==> src/rtl/fixed_to_float_seq_if.sv <==
// fixed_to_float_seq_if: enable/done handshake and operand/result bus of the fixed-to-float converter
interface fixed_to_float_seq_if #(
   parameter int WIDTH = 22
);
   logic             enable;
   logic [WIDTH-1:0] data;
   logic [31:0]      result;
   logic             done;
   logic             busy;
   modport master (output enable, data, input result, done, busy);
   modport slave  (input enable, data, output result, done, busy);
endinterface

==> src/rtl/fixed_to_float_seq.sv <==
// fixed_to_float_seq: iterative signed fixed-point to IEEE-754 single converter, one normalisation bit per clock
module fixed_to_float_seq #(
   parameter int WIDTH     = 22,
   parameter int FRAC_BITS = 20
) (
   input  logic               clk,
   input  logic               reset,
   fixed_to_float_seq_if.slave bus
);
   localparam int KW   = $clog2(WIDTH);
   localparam int EXP0 = 127 + WIDTH - 1 - FRAC_BITS;
   typedef enum logic [1:0] {IDLE, ABS, NORM, PACK} state_t;
   state_t           r_state, w_next;
   logic [WIDTH-1:0] r_data, r_mag;
   logic [KW-1:0]    r_k;
   logic             r_sign, r_done, w_busy;
   logic [31:0]      r_result, w_packed;
   logic [7:0]       w_exp;
   logic [22:0]      w_mant;
   // state register
   always_ff @(posedge clk) begin
      if (reset) r_state <= IDLE;
      else       r_state <= w_next;
   end
   // next state: normalisation stops once the magnitude MSB is set; zero skips it entirely
   always_comb begin
      w_next = (r_state == IDLE) ? (bus.enable ? ABS : IDLE) :
               (r_state == ABS)  ? ((r_data == '0) ? PACK : NORM) :
               (r_state == NORM) ? (r_mag[WIDTH-1] ? PACK : NORM) : IDLE;
   end
   // outputs and packed float; the leading one is implicit so only the bits below it form the mantissa
   always_comb begin
      w_busy   = (r_state != IDLE);
      w_exp    = 8'(EXP0 - int'(r_k));
      w_mant   = 23'(r_mag[WIDTH-2:0]) << (24 - WIDTH);
      w_packed = (r_mag == '0) ? 32'h0 : {r_sign, w_exp, w_mant};
   end
   // datapath: capture, magnitude, shift-and-count, result register and done pulse
   always_ff @(posedge clk) begin
      if (reset) begin
         r_data   <= '0;
         r_mag    <= '0;
         r_k      <= '0;
         r_sign   <= 1'b0;
         r_result <= 32'h0;
         r_done   <= 1'b0;
      end else begin
         r_done <= (r_state == PACK);
         case (r_state)
            IDLE: if (bus.enable) r_data <= bus.data;
            ABS: begin
               r_sign <= r_data[WIDTH-1];
               r_mag  <= r_data[WIDTH-1] ? -r_data : r_data;
               r_k    <= '0;
            end
            NORM: if (!r_mag[WIDTH-1]) begin
               r_mag <= r_mag << 1;
               r_k   <= r_k + 1'b1;
            end
            PACK: r_result <= w_packed;
         endcase
      end
   end
   assign bus.result = r_result;
   assign bus.done   = r_done;
   assign bus.busy   = w_busy;
endmodule

==> src/flat_wrapper.sv <==
// flat-port wrapper written by rule: the top's interface ports become plain ports
module fixed_to_float_seq_flat 
#(
   parameter int WIDTH     = 22,
   parameter int FRAC_BITS = 20
)
  (clk, reset, bus_enable, bus_data, bus_result, bus_done, bus_busy);
  fixed_to_float_seq_if #(.WIDTH(WIDTH)) bus_i ();
  input  logic clk;
  input  logic reset;
  input wire logic [$bits(bus_i.enable)-1:0] bus_enable;
  input wire logic [$bits(bus_i.data)-1:0] bus_data;
  output wire logic [$bits(bus_i.result)-1:0] bus_result;
  output wire logic [$bits(bus_i.done)-1:0] bus_done;
  output wire logic [$bits(bus_i.busy)-1:0] bus_busy;
  assign bus_i.enable = bus_enable;
  assign bus_i.data = bus_data;
  assign bus_result = bus_i.result;
  assign bus_done = bus_i.done;
  assign bus_busy = bus_i.busy;
  fixed_to_float_seq #(.WIDTH(WIDTH), .FRAC_BITS(FRAC_BITS)) u_core (.clk(clk), .reset(reset), .bus(bus_i));
endmodule
==> config.mk <==
export PLATFORM = sky130hd
export DESIGN_NAME = fixed_to_float_seq_flat
export DESIGN_NICKNAME = d
export VERILOG_FILES = /design/src/rtl/fixed_to_float_seq_if.sv /design/src/rtl/fixed_to_float_seq.sv /design/src/flat_wrapper.sv
export SDC_FILE = /design/constraint.sdc
export NUM_CORES = 1
export LEC_CHECK = 0
export ABC_AREA = 0
export BUFFER_PORTS_ARGS = -buffer_cell sky130_fd_sc_hd__buf_2
export CAP_MARGIN = 20
export CORE_MARGIN = 2
export CORE_UTILIZATION = 25
export CTS_CLUSTER_SIZE = 28
export DETAILED_ROUTE_END_ITERATION = 16
export GPL_ROUTABILITY_DRIVEN = 0
export PLACE_DENSITY = 0.4
export SKIP_LAST_GASP = 1
export SLEW_MARGIN = 20
export SYNTH_ARGS = -nofsm -noshare
export SYNTH_HDL_FRONTEND = slang
export SYNTH_SLANG_ARGS = --single-unit
==> constraint.sdc <==
create_clock -name clk -period 2.4 [get_ports clk]
set_input_delay 0.24 -clock clk [delete_from_list [all_inputs] [get_ports clk]]
set_output_delay 0.24 -clock clk [all_outputs]
set_load 0.05 [all_outputs]
======== Word level (Yosys, flattened, before mapping) ========
Cells that the tools add are included.
W data, S select, Z words.
cells by class
  $add $sub $neg .......................... 3
  equality and inequality tests ........... 4
  mux-type cells .......................... 12
  reduce and logical (&&, ||, !) cells .... 7
operators by type and width
  operator               number
  $logic_not A22 Y1      2
  $mux W22               2
  $pmux W22 S2           1
  $mux W32               1
  $neg A22 Y22           1
  $pmux W5 S2            1
  $sub A8 B5 Y8 const A  1
  $mux W2                3
  $add A5 B1 Y5 const B  1
  $mux W5                1
  $eq A2 B2 Y1 const B   2
  $reduce_and A2 Y1      2
  $reduce_bool A2 Y1     2
  $mux W1                3
  $eq A2 B1 Y1 const B   1
  $logic_not A2 Y1       1
  $ne A2 B2 Y1 const B   1
storage, ports and cells
  register bits ........................... 85
  input bits .............................. 25
  output and inout port bits .............. 34

======== Longest topological paths before layout ========
  depth after elaboration ................. 4
  depth in mapped cells ................... 9
  mapped depth without buffers ............ 7

======== Least setup slack after synthesis ========
Ideal clock, no wire load.
  path type ............................... reg2reg
  start point ............................. register u_core.r_state[0]
  end point ............................... register u_core.r_mag[18]
  data arrival time ....................... 1.564 ns
  required time ........................... 2.267 ns
  path slack .............................. 0.703 ns
  stages on the path, launching flop included .. 8
  buffers on the path ..................... 2
  clock period less this slack ............ 1.697 ns
  cell sequence ........................... dfxtp_1 > inv_1 > ha_1 > clkbuf_1 > nand2_1 > clkbuf_1 > a22oi_1 > o22ai_1
between the ends
  longest elaborated chain between the ends .. 3
  elaborated cells on any way between the ends .. 6
  those cells by class .................... eq/ne (3); mux (1); reduce/logical (2)
RTL lines
  element                                                       RTL line                  RTL
  start: declaration                                            fixed_to_float_seq.sv:13  state_t r_state, w_next;
  start signal: assignment                                      fixed_to_float_seq.sv:23  else r_state <= w_next;
  $eq A2 B2 Y1 or $eq A2 B1 Y1 (tied branches)                  fixed_to_float_seq.sv:49  case (r_state)
  $ne A2 B2 Y1 (no line) or $reduce_bool A2 Y1 (tied branches)  -
  $reduce_and A2 Y1 (no line)                                   -
  end signal: assignment                                        fixed_to_float_seq.sv:53  r_mag <= r_data[WIDTH-1] ? -r_data : r_data;
  end signal: assignment                                        fixed_to_float_seq.sv:57  r_mag <= r_mag << 1;
  end: declaration                                              fixed_to_float_seq.sv:14  logic [WIDTH-1:0] r_data, r_mag;
Several ways; a longest one is shown, not always the timed one.
A chain may end at the register's enable or synchronous reset.

======== Worst setup path after layout ========
  start point ............................. register u_core.r_state[0]
  end point ............................... register u_core.r_mag[6]
The elaborated chain is that of the path after synthesis.

==> impl_metrics.env <==
export IMPL_n_fill_cell=1607
export IMPL_clockBufferDepth=2
export IMPL_nNetsFinal=523
export IMPL_synth_compound_area_share=0.1466
export IMPL_finalSetupTns_ns=0
export IMPL_tightest_slew_ns=0.7009
export IMPL_min_period_over_period=0.8319
export IMPL_vdd_ir_drop_max_mv=0.3704
export IMPL_critical_path_class="reg2reg"
export IMPL_cp_arrival_ns=2.22
export IMPL_dp_hpwl_mm=7.211
export IMPL_placedCellCount=668
export IMPL_setup_viol=0
export IMPL_area_of_combinational_cells_with_multiple_inputs_um2=1992
export IMPL_top_cell_type_s_share_of_synthesized_area=0.4356
export IMPL_multiplexer_fraction_of_the_synthesized_cell_area=0.06560
export IMPL_tritoncts_clock_tree="built"
export IMPL_count_of_max_cap_constraint_violations=0
export IMPL_area_sequential_um2=1662
export IMPL_finalWorstSetupSlack_ns=0.4035
export IMPL_yosys_cell_types_count=50
export IMPL_cts_sinks=83
export IMPL_grt_first_pass_wirelength_mm=16.59
export IMPL_drt_wirelength_per_cell_um=14.64
export IMPL_core_area_um2=15030
export IMPL_antenna_diode_count=0
export IMPL_synthXorXnorAreaFrac=0.05051
export IMPL_final_max_slew_viol_count=0
export IMPL_die_height_um=127.5
export IMPL_synth_sequential_area_ratio=0.4356
export IMPL_critical_path_startpoint_type="flip-flop"
export IMPL_synth_fa_ha_area_frac=0.02296
export IMPL_postRouteWirelength_mm=10.02
export IMPL_timing_critical_path_fanout_max=16
export IMPL_number_of_antenna_violations_at_the_first_check_in_global_routing=0
export IMPL_pin_count=59
export IMPL_async_set_reset_flop_share_out_of_synthesis=0
export IMPL_place_worst_setup_slack_ns=0.4335
export IMPL_start_util=0.2538
export IMPL_grt_max_degree=40
export IMPL_p_sw_frac=0.2770
export IMPL_power_share_clock=0.442
export IMPL_area_of_the_die_um2=16260
export IMPL_synth_edff_count=0
export IMPL_p_sw_mw=1.020
export IMPL_drt_first_pass_iters=4
export IMPL_type_of_the_tightest_min_delay_check="in2reg"
export IMPL_clock_period_minus_final_worst_setup_slack_ns=1.996
export IMPL_basic_gate_share_of_the_synthesized_area_counting_and_or_nand_and_nor_cells=0.2338
export IMPL_drt_initial_drc_count=103
export IMPL_synth_largest_area_cell="sky130_fd_sc_hd__dfxtp_1"
export IMPL_outcome="completed"
export IMPL_postSynthCellCount=447
export IMPL_globalRouteOverflowTotal=0
export IMPL_synth_area_per_cell_um2=8.534
export IMPL_yosys_top_cells_area="sky130_fd_sc_hd__dfxtp_1 (44%), sky130_fd_sc_hd__mux2i_1 (6.6%), sky130_fd_sc_hd__nand2_1 (5.9%)"
export IMPL_grt_util_all_layers=0.1308
export IMPL_timing_clock_skew_ns=0.006981
export IMPL_ys_dominant_reg_cell="sky130_fd_sc_hd__dfxtp_1"
export IMPL_worst_setup_path_startpoint="u_core.r_state[0]"
export IMPL_timing_hold_violations_final=0
export IMPL_peak_freq_mhz=500.9
export IMPL_synth_cells_most_frequent="sky130_fd_sc_hd__dfxtp_1 (83), sky130_fd_sc_hd__nand2_1 (60), sky130_fd_sc_hd__nor2_1 (51)"
export IMPL_cts_buffers=9
export IMPL_ant_nets=0
export IMPL_critical_path_required_ns=2.62
export IMPL_insertion_delay_ns=0.35
export IMPL_setup_repair_after_global_routing_missed_its_margin="false"
export IMPL_internal_power_mw=2.664
export IMPL_cts_htree_levels=3
export IMPL_synth_most_common_cell="sky130_fd_sc_hd__dfxtp_1"
export IMPL_r2r_start="u_core.r_state[0]"
export IMPL_drc_errors=0
export IMPL_comb_power_share=0.142
export IMPL_yosysWarnings=0
export IMPL_die_w_um=127.5
export IMPL_vias_in_the_first_global_route=3085
export IMPL_synth_seq_cells=83
export IMPL_timing_hold_worst_start="bus_data[19]"
export IMPL_final_cells=684
export IMPL_timing_critical_path_to_type="flip-flop"
export IMPL_cellPowerDensity_nw_per_um2=795.7
export IMPL_slew_headroom=0.5316
export IMPL_syn_area_um2=3815
export IMPL_numPortBuffers=56
export IMPL_cts_resizes=0
export IMPL_synth_top_family_by_area="simple AND/OR/NAND/NOR gates"
export IMPL_ctsRootBufferMaster="sky130_fd_sc_hd__clkbuf_16"
export IMPL_final_layout_size_suffix_gt1_frac=0.1815
export IMPL_post_cts_hold_buffer_count=0
export IMPL_p_seq_frac=0.416
export IMPL_vias_per_cell=4.713
export IMPL_fin_hold_ws_ns=0.1228
export IMPL_post_cts_setup_buffers=0
export IMPL_dr_total_vias=3224
export IMPL_clk_transition_reported_paths_ns=0.06
export IMPL_area_growth_syn_to_layout_pct=21.35
export IMPL_fp_row_count=45
export IMPL_power_leakage_nw=1.756
==> state kept, by name, indices dropped and copies added (netlist names) <==
| signal | flops |
|---|---|
| u_core.bus.done | 1 |
| u_core.bus.result | 30 |
| u_core.r_data | 22 |
| u_core.r_k | 5 |
| u_core.r_mag | 22 |
| u_core.r_sign | 1 |
| u_core.r_state | 2 |
==> power by group through the flow <==
stage	sequential (mW)	combinational, mW	clock, mW
6_report	1.53	0.523	1.63
5_1_grt	1.55	0.590	1.73
4_1_cts	1.53	0.532	1.69
3_5_place_dp	1.57	0.530	0
3_3_place_gp	1.56	0.528	0
2_1_floorplan	1.53	0.397	0
==> per-layer routing <==
metal / vias to the layer above / GRT usage / share of wire
li1: 1653 / - / -
met1: 1487 / 0.1862 / 0.51
met2: 69 / 0.1862 / 0.42
met3: 15 / 0.03434 / 0.051
met4: 0 / 0.05430 / 0.018
met5: - / 0 / 0
==> critical path, cell delays in order, from the launching register on <==
cell                       delay [ns]
sky130_fd_sc_hd__dfxtp_1         0.37
sky130_fd_sc_hd__inv_1           0.07
sky130_fd_sc_hd__ha_1            0.46
sky130_fd_sc_hd__nand2_1         0.43
sky130_fd_sc_hd__a222oi_1        0.46
sky130_fd_sc_hd__nor2_1          0.06
==> stage by stage <==
step | area (µm²) | util | total power, mW
2_1_floorplan | 3819 | - | 1.931
3_3_place_gp | 4279 | 0.2846 | 2.091
3_5_place_dp | 4279 | 0.2846 | 2.095
4_1_cts | 4629 | 0.3079 | 3.751
5_1_grt | 4629 | 0.3079 | 3.869
6_report | 4629 | 0.3079 | 3.684
==> cell usage in the layout, fill, tap and decap left out, types with 2 or more instances in the layout <==
cell type,count
sky130_fd_sc_hd__conb_1,2
sky130_fd_sc_hd__clkbuf_16,9
sky130_fd_sc_hd__inv_1,10
sky130_fd_sc_hd__nor2b_1,5
sky130_fd_sc_hd__nor3_1,11
sky130_fd_sc_hd__nor2_1,51
sky130_fd_sc_hd__and2_1,2
sky130_fd_sc_hd__nand2_1,60
sky130_fd_sc_hd__a21oi_1,36
sky130_fd_sc_hd__nor4_1,8
sky130_fd_sc_hd__nor4_4,2
sky130_fd_sc_hd__o21ai_0,11
sky130_fd_sc_hd__nor3b_1,2
sky130_fd_sc_hd__xor2_1,14
sky130_fd_sc_hd__dfxtp_1,83
sky130_fd_sc_hd__a22oi_1,9
sky130_fd_sc_hd__a222oi_1,3
sky130_fd_sc_hd__xnor2_1,8
sky130_fd_sc_hd__mux2i_1,25
sky130_fd_sc_hd__a211oi_1,4
sky130_fd_sc_hd__nand4_1,6
sky130_fd_sc_hd__buf_2,56
sky130_fd_sc_hd__o22ai_1,11
sky130_fd_sc_hd__buf_4,7
sky130_fd_sc_hd__o31ai_1,3
sky130_fd_sc_hd__and3_1,2
sky130_fd_sc_hd__ha_1,6
sky130_fd_sc_hd__a41oi_1,2
sky130_fd_sc_hd__bufinv_16,3
sky130_fd_sc_hd__clkinv_4,3
sky130_fd_sc_hd__nand3_1,10
sky130_fd_sc_hd__nand2b_1,10
==> cell type report <==
type,instances,area share
sequential,83,0.3589
clock buffer,9,0.04865
timing repair buffer,64,0.07622
inverter,10,0.008108
multi-input combinational,323,0.4303
clock inverter,7,0.02703
tap,188,0.05081
==> worst paths after layout <==
kind                           endpoint  slack [ns]  depth (start not counted)
setup / recovery        u_core.r_mag[6]        0.40                          5
hold / removal        u_core.r_data[19]        0.12                          3
hold reg to reg   u_core.bus.result[29]        0.46                          2
setup reg to reg        u_core.r_mag[6]        0.40                          5
==> logic make-up (layout without fill, tap and decap cells) <==
logic type	Yosys count	in the layout
other cells	1	2
fa+ha+maj	7	7
mux	25	25
compound gates	89	89
buf+inv	42	90
flops	83	83
xor+xnor	22	22
simple gates	178	178
(Power assumes the default switching activity.)
